**src/rtl/sprite_rom_arbiter_if.sv**
```systemverilog
// rtl/sprite_rom_arbiter_if.sv - requester and ROM bus of the sprite ROM arbiter
interface sprite_rom_arbiter_if #(
  parameter int NUM_REQ = 4,
  parameter int ADDR_W  = 8,
  parameter int DATA_W  = 2
);
  logic [NUM_REQ-1:0]        req;
  logic [NUM_REQ*ADDR_W-1:0] addr;
  logic [NUM_REQ-1:0]        grant;
  logic [NUM_REQ-1:0]        rvalid;
  logic [DATA_W-1:0]         rdata;
  logic [ADDR_W-1:0]         rom_addr;
  logic                      rom_en;
  logic [DATA_W-1:0]         rom_q;

  modport slave (
    input  req, addr, rom_q,
    output grant, rvalid, rdata, rom_addr, rom_en
  );

  modport master (
    output req, addr, rom_q,
    input  grant, rvalid, rdata, rom_addr, rom_en
  );
endinterface

```
**src/rtl/sprite_rom_arbiter.sv**
```systemverilog
// rtl/sprite_rom_arbiter.sv - round-robin sharing of one sprite ROM with tagged return path
// Optional macro SPRITE_ROM_ARB_PRIORITY_EN: requester 0 gets fixed absolute priority.
module sprite_rom_arbiter #(
  parameter int NUM_REQ = 4,
  parameter int ADDR_W  = 8,
  parameter int DATA_W  = 2,
  parameter int ROM_LAT = 1
) (
  input  logic                 vga_clk,
  input  logic                 reset,
  sprite_rom_arbiter_if.slave  bus
);
  localparam int PTR_W = (NUM_REQ > 1) ? $clog2(NUM_REQ) : 1;
`ifdef SPRITE_ROM_ARB_PRIORITY_EN
  localparam int RR_BASE = 1;
`else
  localparam int RR_BASE = 0;
`endif
  localparam int RR_N = NUM_REQ - RR_BASE;

  logic [PTR_W-1:0]   last_q, last_d;
  logic [NUM_REQ-1:0] grant_d;
  logic [ADDR_W-1:0]  win_addr;
  logic [ADDR_W-1:0]  addr_a [NUM_REQ];
  logic [NUM_REQ-1:0] tag_q [ROM_LAT+1];
  logic [ADDR_W-1:0]  rom_addr_q;
  logic               rom_en_q;
  logic [NUM_REQ-1:0] rvalid_q;
  logic [DATA_W-1:0]  rdata_q;

  always_comb begin
    for (int i = 0; i < NUM_REQ; i++) begin
      addr_a[i] = bus.addr[i*ADDR_W +: ADDR_W];
    end
  end

  // Search the round-robin ring starting just after the last winner.
  always_comb begin
    logic             found;
    int               idx_int;
    logic [PTR_W-1:0] idx;
    grant_d  = '0;
    last_d   = last_q;
    win_addr = '0;
    found    = 1'b0;
    idx_int  = 0;
    idx      = '0;
    if (!reset) begin
`ifdef SPRITE_ROM_ARB_PRIORITY_EN
      if (bus.req[0]) begin
        found      = 1'b1;
        grant_d[0] = 1'b1;
        win_addr   = addr_a[0];
      end
`endif
      for (int k = 1; k <= RR_N; k++) begin
        idx_int = ((int'(last_q) - RR_BASE + k) % RR_N) + RR_BASE;
        idx     = PTR_W'(idx_int);
        if (!found && bus.req[idx]) begin
          found        = 1'b1;
          grant_d[idx] = 1'b1;
          last_d       = idx;
          win_addr     = addr_a[idx];
        end
      end
    end
  end

  always_ff @(posedge vga_clk) begin
    if (reset) begin
      last_q     <= PTR_W'(NUM_REQ - 1);
      rom_addr_q <= '0;
      rom_en_q   <= 1'b0;
      rvalid_q   <= '0;
      rdata_q    <= '0;
      for (int j = 0; j <= ROM_LAT; j++) begin
        tag_q[j] <= '0;
      end
    end else begin
      last_q   <= last_d;
      rom_en_q <= |grant_d;
      if (|grant_d) begin
        rom_addr_q <= win_addr;
      end
      tag_q[0] <= grant_d;
      for (int j = 1; j <= ROM_LAT; j++) begin
        tag_q[j] <= tag_q[j-1];
      end
      // Tail tag lines up with the cycle rom_q carries this read's word.
      rvalid_q <= tag_q[ROM_LAT];
      if (|tag_q[ROM_LAT]) begin
        rdata_q <= bus.rom_q;
      end
    end
  end

  assign bus.grant    = grant_d;
  assign bus.rvalid   = rvalid_q;
  assign bus.rdata    = rdata_q;
  assign bus.rom_addr = rom_addr_q;
  assign bus.rom_en   = rom_en_q;
endmodule

```
**src/flat_wrapper.sv**
```systemverilog
// flat-port wrapper written by rule: the top's interface ports become plain ports
module sprite_rom_arbiter_flat 
#(
  parameter int NUM_REQ = 4,
  parameter int ADDR_W  = 8,
  parameter int DATA_W  = 2,
  parameter int ROM_LAT = 1
)
  (vga_clk, reset, bus_req, bus_addr, bus_rom_q, bus_grant, bus_rvalid, bus_rdata, bus_rom_addr, bus_rom_en);
  sprite_rom_arbiter_if #(.NUM_REQ(NUM_REQ), .ADDR_W(ADDR_W), .DATA_W(DATA_W)) bus_i ();
  input  logic vga_clk;
  input  logic reset;
  input wire logic [$bits(bus_i.req)-1:0] bus_req;
  input wire logic [$bits(bus_i.addr)-1:0] bus_addr;
  input wire logic [$bits(bus_i.rom_q)-1:0] bus_rom_q;
  output wire logic [$bits(bus_i.grant)-1:0] bus_grant;
  output wire logic [$bits(bus_i.rvalid)-1:0] bus_rvalid;
  output wire logic [$bits(bus_i.rdata)-1:0] bus_rdata;
  output wire logic [$bits(bus_i.rom_addr)-1:0] bus_rom_addr;
  output wire logic [$bits(bus_i.rom_en)-1:0] bus_rom_en;
  assign bus_i.req = bus_req;
  assign bus_i.addr = bus_addr;
  assign bus_i.rom_q = bus_rom_q;
  assign bus_grant = bus_i.grant;
  assign bus_rvalid = bus_i.rvalid;
  assign bus_rdata = bus_i.rdata;
  assign bus_rom_addr = bus_i.rom_addr;
  assign bus_rom_en = bus_i.rom_en;
  sprite_rom_arbiter #(.NUM_REQ(NUM_REQ), .ADDR_W(ADDR_W), .DATA_W(DATA_W), .ROM_LAT(ROM_LAT)) u_core (.vga_clk(vga_clk), .reset(reset), .bus(bus_i));
endmodule
```
**config.mk**
```make
export PLATFORM = sky130hd
export DESIGN_NAME = sprite_rom_arbiter_flat
export DESIGN_NICKNAME = d
export VERILOG_FILES = /design/src/rtl/sprite_rom_arbiter_if.sv /design/src/rtl/sprite_rom_arbiter.sv /design/src/flat_wrapper.sv
export SDC_FILE = /design/constraint.sdc
export NUM_CORES = 1
export LEC_CHECK = 0
export BUFFER_PORTS_ARGS = -buffer_cell sky130_fd_sc_hd__buf_2
export CAP_MARGIN = 40
export CORE_MARGIN = 1.5
export CORE_UTILIZATION = 35
export DETAILED_ROUTE_END_ITERATION = 10
export PLACE_DENSITY = 0.64
export SKIP_LAST_GASP = 1
export SLEW_MARGIN = 40
export SYNTH_ARGS = -nofsm -noshare
export SYNTH_HDL_FRONTEND = slang
export SYNTH_SLANG_ARGS = --single-unit
```
**constraint.sdc**
```tcl
create_clock -name vga_clk -period 5 [get_ports vga_clk]
set_clock_uncertainty 0.15 [all_clocks]
set_input_delay 1 -clock vga_clk [delete_from_list [all_inputs] [get_ports vga_clk]]
set_output_delay 1 -clock vga_clk [all_outputs]
set_load 0.02 [all_outputs]
```
# Word-level counts from Yosys, hierarchy flattened
# Memory sizes are Yosys's and may differ from the RTL's.
# Index checks and enable logic that the tools add are counted.
# classes
addsub,4
n_mul,0
n_div,0
n_lt_le_gt_ge,12
eq_ne,0
shift,0
muxes,55
bitwise,9
n_reduce_logical,13
# ops
operator,n
8-bit 2-to-1 mux,12
8-bit binary-select mux with 2-bit select,4
4-bit 2-to-1 mux,10
1-bit 2-to-1 mux,17
3-bit >= comparator (second input constant),4
2-bit by 3-bit less-than comparator with 1-bit output (second input constant),4
2-bit inverter with 3-bit output,4
4-bit OR,3
1-bit binary-select mux with 2-bit select,4
1-bit demux with 2-bit select,4
2-bit by 1-bit >= comparator with 1-bit output (second input constant),4
2-bit 2-to-1 mux,4
4-bit OR reduction,2
1-bit logical AND,7
2-bit by 1-bit adder with 2-bit output (second input constant),2
2-bit adder (second input constant),2
4-bit nonzero test,1
1-bit logical NOT,3
1-bit OR,2
# totals
ff_bits,17
latchBits,0
mem_bits_rw,8
romBits,0
input_bits,40
out_inout_bits,19
wordCells,99
memories,1
# memory_table
name,depth,width,read_ports,rd_clocked_by_memory_dff,wr,line_no,text
u_core.tag_q,2,4,2,0,2,sprite_rom_arbiter.sv:25,logic [NUM_REQ-1:0] tag_q [ROM_LAT+1];

# Logic depth before layout (Yosys ltp)
# Gate-level depths: netlist of run 1.
# logic_depth
word_depth,18
ltp_mapped,12
depth_no_buf,8

# Least setup slack after synthesis of run 1
# No wires, ideal clock.
# synth_timing
path_kind,reg2out
from,register u_core.last_q[1]
to,output bus_grant[0]
arrival_ns,3.448
required_ns,3.850
slack_ns,0.402
path_stages_with_launch,11
n_path_buf,4
cell_sequence,dfxtp_1 -> buf_1 -> clkbuf_1 -> inv_1 -> ha_1 -> buf_2 -> mux4_2 -> nor4b_2 -> buf_2 -> nand2_1 -> a21oi_1
# synth_between
elab_chain_cells,17
word_cells_on_any_way,55
classes_between,add/sub (4); order compare (8); mux (30); bitwise (3); reduce/logical (10)
# synth_lines
element,line_no,text
start: declaration,sprite_rom_arbiter.sv:21,"logic [PTR_W-1:0] last_q, last_d;"
start signal: assignment,sprite_rom_arbiter.sv:71,last_q <= PTR_W'(NUM_REQ - 1);
start signal: assignment,sprite_rom_arbiter.sv:80,last_q <= last_d;
branches (longest 15 deep; another with 2-bit by 3-bit less-than comparator with 1-bit output),-,
4-bit 2-to-1 mux *,sprite_rom_arbiter.sv:59,if (!found && bus.req[idx]) begin
4-bit 2-to-1 mux *,sprite_rom_arbiter.sv:48,if (!reset) begin
end: declaration,flat_wrapper.sv:16,output wire logic [$bits(bus_i.grant)-1:0] bus_grant;
# Mark *: on every way between the ends. The select of a mux whose other input is x is not followed.

# Worst setup path after layout of run 1
# layout_timing
from,input bus_req[1]
to,output bus_grant[2]
# layout_between
elab_chain_cells,16
word_cells_on_any_way,31
classes_between,mux (22); bitwise (3); reduce/logical (6)
# layout_lines
element,line_no,text
start: declaration,flat_wrapper.sv:13,input wire logic [$bits(bus_i.req)-1:0] bus_req;
1-bit binary-select mux with 2-bit select,sprite_rom_arbiter.sv:59,
1-bit 2-to-1 mux (not written as such),sprite_rom_arbiter.sv:59,
1-bit 2-to-1 mux,sprite_rom_arbiter.sv:59,
1-bit 2-to-1 mux,sprite_rom_arbiter.sv:48,
1-bit logical NOT,sprite_rom_arbiter.sv:59,
1-bit logical AND,sprite_rom_arbiter.sv:59,
1-bit 2-to-1 mux,sprite_rom_arbiter.sv:59,
1-bit 2-to-1 mux,sprite_rom_arbiter.sv:48,
1-bit logical NOT,sprite_rom_arbiter.sv:59,
1-bit logical AND,sprite_rom_arbiter.sv:59,
1-bit 2-to-1 mux,sprite_rom_arbiter.sv:59,
1-bit 2-to-1 mux,sprite_rom_arbiter.sv:48,
1-bit logical NOT,sprite_rom_arbiter.sv:59,
1-bit logical AND,sprite_rom_arbiter.sv:59,
4-bit 2-to-1 mux *,sprite_rom_arbiter.sv:59,
4-bit 2-to-1 mux *,sprite_rom_arbiter.sv:48,
# Every way passes the cells marked *; elsewhere a longest branch is shown, timed or not. The select of a mux whose other input is x is not followed.

==> results.md, run 1 <==
- Layout area overhead: 16.5%
- Initial Util: 36.4%
- HPWL Detailed: 3.90 mm
- Post-synthesis register bit count: 25
- Pwr Density: 668 nW/um^2
- Non-Filler Instances: 337
- RSZ-0062 raised after global routing: no
- Reg2Reg Setup Slack: 1550 ps
- Commonest non-fill, non-tap cell in the layout: buf_2
- Outcome: finished clean
- Detail Route Antenna Nets: 0
- Ys flop type: dfxtp_1
- Crit path capture type: output pin
- Final period util: 81.9%
- # rows: 29
- Cell variety after synth: 34
- DR WL/cell: 15.7 um
- Syn_area_per_cell: 10.9 sq um
- Largest net degree at the start of global routing: 45
- Clock sink count: 25
- Most frequent cells in the layout: 58 x buf_2, 36 x mux4_2, 24 x dfxtp_1, 18 x nor2b_1
- Proportion of layout cells with a drive suffix above 1: 45.4%
- Cts repair resizes: 0
- R2r worst-path depth: 8
- Max IR drop VDD: 0.279 mV
- FMAX: 244 MHz
- Inserted Clock Buffers: 3
- Pins over their slew limit: 0
- Initial antenna violation count: 0
- Via count of the first global-routing pass: 1802
- Die Ht: 84.5 um
- Warnings, synthesis: 0
- Worst Hold Path EP: u_core.tag_q[0][7]
- Period minus WS final: 4100 ps
- DRT Wirelength: 5.30 mm
- Largest cells by area after synthesis: mux4_2 35%, dfxtp_1 22%, mux2_2 5.8%
- Clock root cell: clkbuf_8
- PortBufs: 58
- Clock Pin Slew Worst Setup and Hold Paths: 80 ps
- Routed length on met3: 236 um
- Routed wl met2: 2.63 mm
- Routability cong.: 0.822
- Register area share after synthesis: 21.5%
- Worst hold path depth: 1
- Synth area leader: mux4_2
- Critical R2R Capture: u_core.bus.rom_addr[5]
- WP data required: 3850 ps
- CP Class: primary input to output pin
- Die width: 84.5 um
- Final Setup Violations: 0
- Initial drt markers: 156
- Cell count after synthesis: 213
- Uppermost layer routed: met4
- Maxcap violations: 0
- # H-tree levels: 1
- Crit path arrival time: 2950 ps
- First-pass GRT wire length: 9.03 mm
- Rel. slew slack: 57.1%
- Worst-Skew Late Latency: 260 ps
- Final Hold Viols: 0
- Worst hold-check path type: flip-flop to flip-flop
- Postcts setup bufs: 0
- Die footprint: 7140 sq um
- Fin util: 42.4%
- Nets: 309
- TNS Setup: 0 ps
- Worst-margin pin slew: 643 ps
- # DRC: 0
- DP Cell Count: 333
- Worst-path maximum fanout: 17
- CTS tree: yes
- First-pass detailed-route iteration total: 4
- Hold Crit Start: u_core.tag_q[0][3]
- GRT Total Usage: 15.2%
- IO Count: 59
- Via count: 1915
- Post-synth top area share: 34.9%
- Total grt overflow: 0
- Clk buf depth: 2
- Mapped Nets: 261
- Hold_buf cts: 0
- Post-synth EDFFs: 0
- Leakage power: 1.09 nW
- RR Startpoint: u_core.last_q[0]
- Total power: 1.81 mW
- Synthesized area: 2320 sq um
- Core area: 6390 sq um
- Post-Route M1 WL: 2.42 mm
- Worst Setup Start Kind: primary input
- # diodes: 0
- Vias per inst: 5.68
- Asr flop ratio synth: 0%
[how the worst max path moves through the flow]
stage	from	end	slack, ps
global placement	bus_req[1]	bus_grant[2]	950
finish	bus_req[1]	bus_grant[2]	900
floorplan	u_core.last_q[1]	bus_grant[0]	400
CTS	bus_req[1]	bus_grant[2]	890
global route	u_core.last_q[0]	bus_grant[2]	710
detailed placement	bus_req[1]	bus_grant[2]	900
[logic make-up after synthesis]
| logic type | share of synthesized area, % |
|---|---|
| and+or+nand+nor | 15.2 |
| buffers and inverters | 3.88 |
| AOI/OAI and AO/OA | 12.7 |
| muxes | 42.4 |
| adders and majority gates | 4.31 |
| DFF | 21.5 |
[worst max-delay path, cell delays in order]
cell      delay, ps
buf_2           140
mux4_2          670
nor2b_4         330
a221oi_1        130
a21oi_1         280
a21oi_1         120
nor2_1          110
buf_2           170
[cell type report]
type | instances | area [sq um]
timing repair buffer | 62 | 320
clock buffer | 4 | 45.0
inverter | 3 | 11.3
fill | 628 | 3680
multi-input combinational | 166 | 1730
sequential | 25 | 502
tap | 77 | 96.3
[per-stage QoR]
step	cell area (sq um)	worst slack, ps	hold WS [ps]
finish	2710	904	291
global route	2710	707	313
CTS	2710	891	296
detailed placement	2660	896	275
global placement	2660	954	266
floorplan	2320	402	264
[synthesized netlist by cell type (2+ instances only)]
cell type,instances
inv_1,3
o21a_1,8
dfxtp_1,25
nand2_1,4
mux2_2,12
mux4_2,36
nor4_1,3
nand3b_1,3
a22oi_1,8
buf_2,6
nor3_1,8
a21o_1,2
clkbuf_1,11
nand3_1,3
nor2_1,17
o21ai_1,2
ha_1,8
a21oi_1,17
buf_1,2
mux2i_1,4
nor2b_1,18
[where the power goes]
part | switching, mW | internal, mW
sequential | 0.0246 | 0.269
combinational | 0.715 | 0.683
clock | 0.0610 | 0.0569
total | 0.801 | 1.01
[state kept, by name, indices dropped and copies added (netlist names)]
register and count:
u_core.bus.rvalid 4, u_core.bus.rdata 2, u_core.tag_q 8, u_core.bus.rom_en 1, u_core.last_q 2, u_core.bus.rom_addr 8
[per-layer routing]
layer / track usage [%] / up-vias
met5: 0 / -
met1: 23.1 / 931
met2: 23.7 / 55
li1: - / 927
met4: 2.64 / 0
met3: 1.77 / 2
(Power assumes the default switching activity.)
==> inputs of run 2 (changes only) <==
--- a/config.mk
+++ b/config.mk
@@ -5,6 +5,7 @@
 export SDC_FILE = /design/constraint.sdc
 export NUM_CORES = 1
 export LEC_CHECK = 0
+export ABC_AREA = 1
 export BUFFER_PORTS_ARGS = -buffer_cell sky130_fd_sc_hd__buf_2
 export CAP_MARGIN = 40
 export CORE_MARGIN = 1.5
==> constraint.sdc (replaced) <==
create_clock -name vga_clk -period 4 [get_ports vga_clk]
set_clock_uncertainty 0.15 [all_clocks]
set_input_delay 0.8 -clock vga_clk [delete_from_list [all_inputs] [get_ports vga_clk]]
set_output_delay 0.8 -clock vga_clk [all_outputs]
set_load 0.02 [all_outputs]
==> results.md, run 2 <==
- Cell count after synthesis: 396 (+86%)
- Worst Setup Start Kind: flip-flop
- Detail Route Antenna Nets: 0 (unchanged)
- # H-tree levels: 1 (unchanged)
- Leakage power: 1.44 nW (+32%)
- Crit path arrival time: 2570 ps (-380 ps)
- Final period util: 88.0%
- Cts repair resizes: 0 (unchanged)
- Initial Util: 37.0% (+0.64 points)
- Initial antenna violation count: 0 (unchanged)
- Warnings, synthesis: 0 (unchanged)
- Maxcap violations: 0 (unchanged)
- Final Hold Viols: 0 (unchanged)
- Outcome: finished clean
- Critical R2R Capture: u_core.bus.rom_addr[4]
- Ys flop type: dfxtp_1
- Worst-Skew Late Latency: 260 ps (about the same)
- Post-synth EDFFs: 0 (unchanged)
- Via count of the first global-routing pass: 2289 (+27%)
- Pins over their slew limit: 0 (unchanged)
- DR WL/cell: 10.3 um (-34%)
- Commonest non-fill, non-tap cell in the layout: nor2_1
- RR Startpoint: u_core.last_q[1]
- Largest cells by area after synthesis: dfxtp_1 22%, nor2_1 15%, o21ai_0 15%
- CP cell instances: inv_2 -> ha_1 -> inv_2 -> nand3_1 -> nand2_4 -> nand3_4 -> inv_2 -> nand2_1 -> nand3_1 -> nand2_1 -> inv_1 -> buf_2
- Worst-path maximum fanout: 22 (+5)
- CP Class: flip-flop to output pin
- Hold_buf cts: 0 (unchanged)
- Slowest cell on the critical path: ha_1
- # diodes: 0 (unchanged)
- GRT Total Usage: 16.2% (+1.0 points)
- Postcts setup bufs: 0 (unchanged)
- Worst Hold Path EP: u_core.tag_q[0][7]
- PortBufs: 58 (unchanged)
- Fill count: 685 (+9.1%)
- R2r worst-path depth: 16 (+8)
- Multi-input gate area: 1430 sq um (-18%)
- # rows: 28 (-3.4%)
- Hold Slack: 255 ps (-36.8 ps)
- Mapped Nets: 444 (+70%)
- Nets: 492 (+59%)
- Syn_area_per_cell: 5.64 sq um (-48%)
- Period minus WS final: 3520 ps
- Proportion of layout cells with a drive suffix above 1: 19.9% (-26 points)
- DRT Wirelength: 5.34 mm (+0.81%)
- Synth area leader: dfxtp_1
- Clock sink count: 25 (unchanged)
- Clock root cell: clkbuf_8
- Worst hold path depth: 2 (+1)
- Final Cell Area: 2590 sq um (-4.4%)
- Asr flop ratio synth: 0% (unchanged)
- Most frequent cells in the layout: 91 x nor2_1, 83 x nand2_1, 67 x o21ai_0, 58 x buf_2, 49 x inv_1
- Post-synth top area share: 22.4% (-12 points)
- Inserted Clock Buffers: 3 (unchanged)
- # DRC: 0 (unchanged)
- Placement Cell Area: 2540 sq um (-4.5%)
- Via count: 2472 (+29%)
- FMAX: 284 MHz
- Die footprint: 6870 sq um (-3.8%)
- Largest net degree at the start of global routing: 44 (-2.2%)
- HPWL Detailed: 4.12 mm (+5.7%)
- TNS Setup: 0 ps (unchanged)
- Die Ht: 82.9 um (-1.9%)
- Post-synthesis register bit count: 25 (unchanged)
- Hold Crit Start: u_core.tag_q[0][3]
- RSZ-0062 raised after global routing: no
- Cell mode on critical path: inv_2
- WP data required: 3050 ps (-800 ps)
- IO Count: 59 (unchanged)
- Count leader, synth: nor2_1
- Synthesized area: 2230 sq um (-4.0%)
- Die width: 82.9 um (-1.9%)
- Layout area overhead: 16.0%
- Core area: 6030 sq um (-5.6%)
- Routability cong.: 0.865 (+5.2%)
- Rel. slew slack: 66.7% (+9.6 points)
- Cell variety after synth: 24 (-29%)
- Max IR drop VDD: 0.332 mV (+19%)
- First-pass GRT wire length: 9.58 mm (+6.1%)
- Vias per inst: 4.77 (-16%)
- Reg2Reg Setup Slack: 1060 ps (-490 ps)
- Register area share after synthesis: 22.4% (+0.89 points)
- Worst-margin pin slew: 494 ps (-149 ps)
- CTS tree: yes
- Clk buf depth: 2 (unchanged)
- Sequential cell area: 500 sq um (-0.25%)
- Critical path's largest stage delay: 360 ps (-310 ps)
- Clock Pin Slew Worst Setup and Hold Paths: 80 ps (about the same)
- Total grt overflow: 0 (unchanged)
- Initial drt markers: 74 (-53%)
- Commonest cells in the netlist: 91 x nor2_1, 83 x nand2_1, 67 x o21ai_0, 49 x inv_1, 25 x dfxtp_1
- Crit path capture type: output pin
- First-pass detailed-route iteration total: 4 (unchanged)
- Worst hold-check path type: flip-flop to flip-flop
- Pwr Density: 846 nW/um^2 (+27%)
- Final Setup Violations: 0 (unchanged)
## run 2: cell types whose count changed in the layout (fill, tap and decap cells not counted), sizes merged, moves of 14 or more
cell / delta
a21oi: -14
inv: +51
mux4: -36
nand2: +89
nand3: +19
nor2: +78
nor2b: -19
o21ai: +64
## run 2: per-stage QoR
stage                     instances  worst slack, ps  power (mW)  utilization [%]
after floorplan                 396              861        1.75                -
after global placement          514              791        2.04             42.2
after detailed placement        514              749        2.07             42.2
after CTS                       518              460        2.22             43.0
after global routing            518              177        2.49             43.0
final                           518              479        2.19             43.0
## run 2: worst max path at each step
stage	startpoint	to	slack, ps	cells after the start
5_1_grt	u_core.last_q[1]	bus_grant[1]	180	12
3_3_place_gp	u_core.last_q[1]	bus_grant[3]	790	12
4_1_cts	u_core.last_q[1]	bus_grant[3]	460	12
2_1_floorplan	u_core.last_q[0]	bus_grant[1]	860	14
3_5_place_dp	u_core.last_q[1]	bus_grant[3]	750	12
6_report	u_core.last_q[1]	bus_grant[3]	480	12
## run 2: cell families after synthesis
family | synth area share [%]
buffers and inverters | 13.7
AO/OA/AOI/OAI | 16.1
multiplexers | 0.897
AND/OR/NAND/NOR | 42.4
flip-flops | 22.4
adder cells (fa/ha/maj) | 4.48
## run 2: layout make-up
type,count,share of cell area [%]
multi-input combinational,298,55.1
clock buffer,4,1.74
timing repair buffer,62,12.4
inverter,54,7.83
tap,75,3.62
sequential,25,19.3
## run 2: routing by layer
| metal | wire length (um) | vias to the layer above | GRT usage (%) |
|---|---|---|---|
| li1 | - | 1329 | - |
| met1 | 2350 | 1080 | 18.3 |
| met2 | 2680 | 59 | 31.8 |
| met3 | 272 | 4 | 2.78 |
| met4 | 40 | 0 | 2.58 |
| met5 | 0 | - | 0 |
## run 2: power by group
part | switching, mW | internal [mW] | leakage, nW | total (mW)
Combinational | 1.14 | 0.542 | 1.21 | 1.68
Clock | 0.0747 | 0.0711 | 0.0228 | 0.146
Sequential | 0.0315 | 0.334 | 0.205 | 0.366
Total | 1.24 | 0.948 | 1.44 | 2.19
## run 2: worst max-delay path, delay by kind of cell (launching register included)
kind,cells,cell delay [ps]
fa+ha+maj,1,360
buf+inv,5,920
flops,1,320
simple gates,6,700
